File: config.mk
export PLATFORM = sky130hd
export DESIGN_NAME = jtag_tap_param
export DESIGN_NICKNAME = d
export VERILOG_FILES = /design/src/rtl/jtag_tap_param.sv
export SDC_FILE = /design/constraint.sdc
export NUM_CORES = 1
export LEC_CHECK = 0
export BUFFER_PORTS_ARGS = -buffer_cell sky130_fd_sc_hd__buf_4
export CAP_MARGIN = 15
export CORE_AREA = 2 2 74 58
export CTS_BUF_LIST = sky130_fd_sc_hd__clkbuf_4 sky130_fd_sc_hd__clkbuf_8
export CTS_CLUSTER_DIAMETER = 200
export DETAILED_ROUTE_END_ITERATION = 10
export DIE_AREA = 0 0 76 60
export PLACE_DENSITY = 0.8
export SYNTH_ARGS = -nofsm -noshare
export SYNTH_HDL_FRONTEND = slang
export SYNTH_SLANG_ARGS = --single-unit
File: constraint.sdc
create_clock -name tck_pad_i -period 3.35 [get_ports tck_pad_i]
set_clock_uncertainty 0.1 [all_clocks]
set_input_delay 0.1675 -clock tck_pad_i [delete_from_list [all_inputs] [get_ports tck_pad_i]]
set_output_delay 0.1675 -clock tck_pad_i [all_outputs]
set_load 0.01 [all_outputs]
File: src/rtl/jtag_tap_param.sv
// Parametrised IEEE 1149.1 TAP controller: 16-state FSM, IR, IDCODE/BYPASS
// registers, user scan-chain selects and a falling-edge TDO register.
module jtag_tap_param #(
    parameter int          IR_LEN       = 4,
    parameter logic [31:0] IDCODE_VALUE = 32'h149511C3,
    parameter int          N_CHAINS     = 3,
    parameter int          CHAIN_BASE   = 8,
    parameter int          EXTEST_OP    = 0,
    parameter int          SAMPLE_OP    = 1,
    parameter int          IDCODE_OP    = 2
) (
    input  logic                tck_pad_i,
    input  logic                trst_pad_i,
    input  logic                tms_pad_i,
    input  logic                tdi_pad_i,
    output logic                tdo_pad_o,
    output logic                tdo_padoe_o,
    output logic                shift_dr_o,
    output logic                pause_dr_o,
    output logic                update_dr_o,
    output logic                capture_dr_o,
    output logic                extest_select_o,
    output logic                sample_preload_select_o,
    output logic [N_CHAINS-1:0] chain_select_o,
    input  logic                bs_chain_tdi_i,
    input  logic [N_CHAINS-1:0] chain_tdi_i
);

    localparam int CHAIN_LAST = CHAIN_BASE + N_CHAINS - 1;
    localparam int ALL_ONES   = (1 << IR_LEN) - 1;

    localparam logic [IR_LEN-1:0] EXTEST_CODE = IR_LEN'(EXTEST_OP);
    localparam logic [IR_LEN-1:0] SAMPLE_CODE = IR_LEN'(SAMPLE_OP);
    localparam logic [IR_LEN-1:0] IDCODE_CODE = IR_LEN'(IDCODE_OP);

    if (IR_LEN < 2 || N_CHAINS < 1 || IDCODE_VALUE[0] != 1'b1 || CHAIN_BASE < 0 ||
        CHAIN_LAST >= ALL_ONES ||
        (EXTEST_OP >= CHAIN_BASE && EXTEST_OP <= CHAIN_LAST) ||
        (SAMPLE_OP >= CHAIN_BASE && SAMPLE_OP <= CHAIN_LAST) ||
        (IDCODE_OP >= CHAIN_BASE && IDCODE_OP <= CHAIN_LAST)) begin : g_bad_params
        $error("jtag_tap_param: illegal opcode/parameter combination");
    end

    typedef enum logic [3:0] {
        TEST_LOGIC_RESET, RUN_TEST_IDLE,
        SELECT_DR, CAPTURE_DR, SHIFT_DR, EXIT1_DR, PAUSE_DR, EXIT2_DR, UPDATE_DR,
        SELECT_IR, CAPTURE_IR, SHIFT_IR, EXIT1_IR, PAUSE_IR, EXIT2_IR, UPDATE_IR
    } tap_state_t;

    tap_state_t        state, next_state;
    logic [IR_LEN-1:0] ir, ir_shift;
    logic [31:0]       idcode_shift;
    logic              bypass_reg;
    logic              idcode_sel, bs_sel, chain_hit, chain_tdo, tdo_mux, shifting;

    always_ff @(posedge tck_pad_i or negedge trst_pad_i) begin
        if (!trst_pad_i) state <= TEST_LOGIC_RESET;
        else             state <= next_state;
    end

    always_comb begin
        next_state = state;
        case (state)
            TEST_LOGIC_RESET: next_state = tms_pad_i ? TEST_LOGIC_RESET : RUN_TEST_IDLE;
            RUN_TEST_IDLE:    next_state = tms_pad_i ? SELECT_DR : RUN_TEST_IDLE;
            SELECT_DR:        next_state = tms_pad_i ? SELECT_IR : CAPTURE_DR;
            CAPTURE_DR:       next_state = tms_pad_i ? EXIT1_DR  : SHIFT_DR;
            SHIFT_DR:         next_state = tms_pad_i ? EXIT1_DR  : SHIFT_DR;
            EXIT1_DR:         next_state = tms_pad_i ? UPDATE_DR : PAUSE_DR;
            PAUSE_DR:         next_state = tms_pad_i ? EXIT2_DR  : PAUSE_DR;
            EXIT2_DR:         next_state = tms_pad_i ? UPDATE_DR : SHIFT_DR;
            UPDATE_DR:        next_state = tms_pad_i ? SELECT_DR : RUN_TEST_IDLE;
            SELECT_IR:        next_state = tms_pad_i ? TEST_LOGIC_RESET : CAPTURE_IR;
            CAPTURE_IR:       next_state = tms_pad_i ? EXIT1_IR  : SHIFT_IR;
            SHIFT_IR:         next_state = tms_pad_i ? EXIT1_IR  : SHIFT_IR;
            EXIT1_IR:         next_state = tms_pad_i ? UPDATE_IR : PAUSE_IR;
            PAUSE_IR:         next_state = tms_pad_i ? EXIT2_IR  : PAUSE_IR;
            EXIT2_IR:         next_state = tms_pad_i ? UPDATE_IR : SHIFT_IR;
            UPDATE_IR:        next_state = tms_pad_i ? SELECT_DR : RUN_TEST_IDLE;
            default:          next_state = TEST_LOGIC_RESET;
        endcase
    end

    // IR is forced on entry to Test-Logic-Reset so the selects drop as soon as the FSM lands there.
    always_ff @(posedge tck_pad_i or negedge trst_pad_i) begin
        if (!trst_pad_i) begin
            ir       <= IDCODE_CODE;
            ir_shift <= '0;
        end else begin
            if (state == CAPTURE_IR)    ir_shift <= IR_LEN'(1);
            else if (state == SHIFT_IR) ir_shift <= {tdi_pad_i, ir_shift[IR_LEN-1:1]};
            if (next_state == TEST_LOGIC_RESET) ir <= IDCODE_CODE;
            else if (state == UPDATE_IR)        ir <= ir_shift;
        end
    end

    always_ff @(posedge tck_pad_i or negedge trst_pad_i) begin
        if (!trst_pad_i) begin
            idcode_shift <= '0;
            bypass_reg   <= 1'b0;
        end else begin
            if (state == CAPTURE_DR && idcode_sel)    idcode_shift <= IDCODE_VALUE;
            else if (state == SHIFT_DR && idcode_sel) idcode_shift <= {tdi_pad_i, idcode_shift[31:1]};
            if (state == CAPTURE_DR)    bypass_reg <= 1'b0;
            else if (state == SHIFT_DR) bypass_reg <= tdi_pad_i;
        end
    end

    always_comb begin
        chain_select_o = '0;
        for (int unsigned i = 0; i < N_CHAINS; i++)
            chain_select_o[i] = (ir == IR_LEN'(CHAIN_BASE + int'(i)));
    end

    assign idcode_sel              = (ir == IDCODE_CODE);
    assign extest_select_o         = (ir == EXTEST_CODE);
    assign sample_preload_select_o = (ir == SAMPLE_CODE);
    assign bs_sel                  = extest_select_o | sample_preload_select_o;
    assign chain_hit               = |chain_select_o;
    assign chain_tdo               = |(chain_select_o & chain_tdi_i);

    assign shift_dr_o   = (state == SHIFT_DR);
    assign pause_dr_o   = (state == PAUSE_DR);
    assign update_dr_o  = (state == UPDATE_DR);
    assign capture_dr_o = (state == CAPTURE_DR);
    assign shifting     = (state == SHIFT_DR) || (state == SHIFT_IR);

    always_comb begin
        tdo_mux = bypass_reg;
        if (state == SHIFT_IR) tdo_mux = ir_shift[0];
        else if (idcode_sel)   tdo_mux = idcode_shift[0];
        else if (bs_sel)       tdo_mux = bs_chain_tdi_i;
        else if (chain_hit)    tdo_mux = chain_tdo;
    end

    always_ff @(negedge tck_pad_i or negedge trst_pad_i) begin
        if (!trst_pad_i) begin
            tdo_pad_o   <= 1'b0;
            tdo_padoe_o <= 1'b0;
        end else begin
            tdo_pad_o   <= shifting ? tdo_mux : 1'b0;
            tdo_padoe_o <= shifting;
        end
    end

endmodule

# Yosys cells after proc, flatten, opt, wreduce, memory -nomap -nowiden
# Cells that the tools add are included.
# totals
wordCells	70
register_bits	47
output_inout_bits	11
inputBits	8
# classes
n_eq_ne	20
bitwise	2
mux	26
n_reduce_logical	15
# op_table
operator	count
two-way mux 32 bit	2
one-hot mux 4 bit (12 select lines)	1
== test 4 bit (second input constant)	11
two-way mux 4 bit	8
== test 4 x 3 -> 1 bit (second input constant)	4
== test 4 x 2 -> 1 bit (second input constant)	3
logical NOT 4 bit	3
two-way mux 1 bit	10
OR reduction 3 bit	3
== test 4 x 1 -> 1 bit (second input constant)	2
nonzero test 2 bit	4
two-way mux 2 bit	3
two-way mux 3 bit	2
OR reduction 2 bit	2
AND 3 bit	1
logical AND 1 bit	2
logical OR 1 bit	1
OR 1 bit	1

# Longest topological paths before layout
# depth
depth_word	8
depth_mapped	8
ltp_nobuf	6

==> summary.txt <==
Synthesis
  • Syn Area/Cell: 9.55 um^2
  • Top-count cell post-synth: nand2_1
  • Yosys warns: 0
  • Yosys reg bits: 47
  • Post-synthesis cell type count: 48
  • Fraction of registers with async set/reset: 100%
  • Synth area leaders: dfrtp_1, o21ai_2, nand2_1
  • Post-Syn Instances: 250
  • Share of the synthesized area in the top cell type: 46.1%
  • Seq/Total Area, Yosys: 49.3%
  • Synth cell count leaders: nand2_1, dfrtp_1, o21ai_2
  • Post-synth EDFFs: 0
  • Synth Flop Type: dfrtp_1
  • Mapped Area: 0.00239 mm^2
  • Mapped Nets: 258
  • Area leader, netlist: dfrtp_1

Placed design
  • RePlAce Congestion: 0.856
  • Placed wire-length estimate: 3040 um
  • Inst Count DP: 312
  • I/O Buffers: 18

Pwr
  • PD cells: 933 mW/mm^2
  • Peak VDD IR: 389 uV
  • Pleak: 1.26 nW
  • Tot Pwr: 2.52 mW

Drt
  • Final wirelength: 4530 um
  • Routed Antenna Nets: 0
  • Via count: 1749
  • Wire length per cell: 14.1 um
  • First-pass iteration count of the detailed router: 4
  • Vias per cell: 5.43
  • DR iter-0 viols: 156
  • DR DRC count: 0

STA
  • Max_slew headroom: 68.2%
  • Worst-Margin Slew: 0.477 ns
  • Final setup violation count: 0
  • Final Hold Fails: 0
  • Max Slew Vio Count: 0
  • Hold Slack: 0.207 ns
  • Unrepaired setup endpoints after global routing: no
  • Total negative setup slack: 0 ns

Floorplan
  • Row cnt: 20
  • Core area: 0.00388 mm^2
  • Initial core utilization: 61.6%
  • Die Wd: 76 um
  • I/O Pins: 19
  • Die height: 60 um
  • Die Footprint: 0.00456 mm^2

Global routing
  • Vias in the first global route: 1623
  • Grt ovf: 0
  • First-pass GRT wire length: 7710 um
  • Gr usage total: 22.0%
  • Largest net degree at the start of global routing: 64
  • Initial antenna violation count: 0

Outcome
  • Status: complete, no violations

Final layout
  • Biggest register: idcode_shift
  • Ant. Diodes: 0
  • Layout area overhead: 12.9%
  • Fin cells: 322
  • FF/Latch Area: 0.00118 mm^2
  • Share of post-route cells with drive strength above 1: 27.3%
  • Final Core Density: 69.5%
  • Area of the multi-input gates: 0.00106 mm^2
  • Final net count: 274
  • # fillers: 298
  • Number of flip-flops under the largest register name: 32

Worst setup path
  • Reg2Reg Depth: 4
  • CP endpoint kind: register
  • Reg2reg setup slack: 0.14 ns
  • Critical path's largest stage delay: 0.66 ns
  • Delay-heaviest family, CP: flip-flops
  • WP data required: 1.72 ns
  • Cells along the critical path: mux2i_1, o22a_1, o221a_2, o21ai_1
  • Maximum fanout along the worst path: 11
  • Slowest stage cell, crit path: dfstp_2
  • WP buf/inv: 0
  • Reg-to-Reg Start: ir[1]
  • Critical path launch point type: register
  • Crit path DAT: 1.58 ns
  • Setup CP Type: register to register
  • Worst r2r dst: tdo_pad_o

Clock tree
  • H-Tree Level Count: 2
  • CTS sink count: 47
  • TritonCTS clock tree: done
  • CTS Buffer Depth: 2
  • Clk_lat worst skew: 0.30 ns
  • Clock-pin slew of the registers on the worst-case setup and hold paths: 0.09 ns
  • Clock root buffer: clkbuf_8
  • TritonCTS Buffers: 5

Job
  • Max-Cap Viols: 0

Min path
  • Worst hold path type: input pin to asynchronous set/reset pin
[worst max path at each step]
stage               startpoint   endpoint  depth (start not counted)
floorplan                ir[1]  tdo_pad_o                          5
global placement         ir[1]  tdo_pad_o                          4
detailed placement       ir[1]  tdo_pad_o                          4
CTS                      ir[1]  tdo_pad_o                          4
global route             ir[1]  tdo_pad_o                          4
finish                   ir[1]  tdo_pad_o                          4
[logic make-up (layout without fill, tap and decap cells)]
group                  count (synthesis)  count (layout)  share of synthesized area [%]
buffers and inverters                 27              44                           6.29
flip-flops                            47              47                           49.3
AO/OA/AOI/OAI                         60              60                           20.8
XOR/XNOR                               1               1                          0.367
multiplexers                           5               5                           2.10
AND/OR/NAND/NOR                      110             110                           21.1
[worst reg2reg max path, cell delays in order (launching register included)]
cell	delay, ns
dfstp_2	0.66
mux2i_1	0.21
o22a_1	0.16
o221a_2	0.19
o21ai_1	0.06
[per-stage QoR]
| stage | worst slack [ns] | instance area (um^2) |
|---|---|---|
| 6_report | 0.137 | 2700 |
| 3_5_place_dp | 0.153 | 2540 |
| 5_1_grt | 0.0429 | 2700 |
| 4_1_cts | 0.141 | 2700 |
| 2_1_floorplan | 0.166 | 2390 |
| 3_3_place_gp | 0.199 | 2540 |
[per-layer routing]
layer	track usage, %	routed length (um)
met1	31.2	2230
met2	34.1	2020
met3	5.44	217
met4	7.01	57
met5	0	0
[area by class of cell]
| cell class | instances | share of cell area, % |
|---|---|---|
| clock buffer | 5 | 2.55 |
| clock inverter | 3 | 2.50 |
| inverter | 9 | 1.25 |
| multi-input combinational | 176 | 39.3 |
| sequential | 47 | 43.6 |
| tap | 55 | 2.55 |
| timing repair buffer | 27 | 8.16 |
[cell usage in the layout, fill, tap and decap left out, types with 2 or more instances in the layout]
| master | n |
|---|---|
| dfrtp_1 | 44 |
| mux2i_1 | 5 |
| o21ai_2 | 29 |
| o21ai_1 | 9 |
| and2_1 | 2 |
| and3_1 | 3 |
| buf_4 | 24 |
| nor2_1 | 21 |
| nor3b_1 | 2 |
| o21ai_0 | 3 |
| dlygate4sd3_1 | 2 |
| a41oi_1 | 3 |
| nand2_1 | 61 |
| dfrtn_1 | 2 |
| or3_1 | 2 |
| bufinv_16 | 2 |
| clkbuf_8 | 5 |
| nand2b_1 | 4 |
| nor2b_1 | 4 |
| nor3_1 | 3 |
| inv_2 | 4 |
| inv_1 | 5 |
| nand3_1 | 2 |
[what timing repair did]
item                                   4_1_cts  5_1_grt
endpoints found under the hold margin       24        0
resized for setup                            0        0
buffers inserted                             0        0
hold buffers                                 2        0
[power by group]
part | switching [mW] | internal [mW]
clock | 0.194 | 0.298
combinational | 0.682 | 0.421
sequential | 0.156 | 0.767
total | 1.03 | 1.48
No activity file was read; power rests on OpenSTA's default activity.
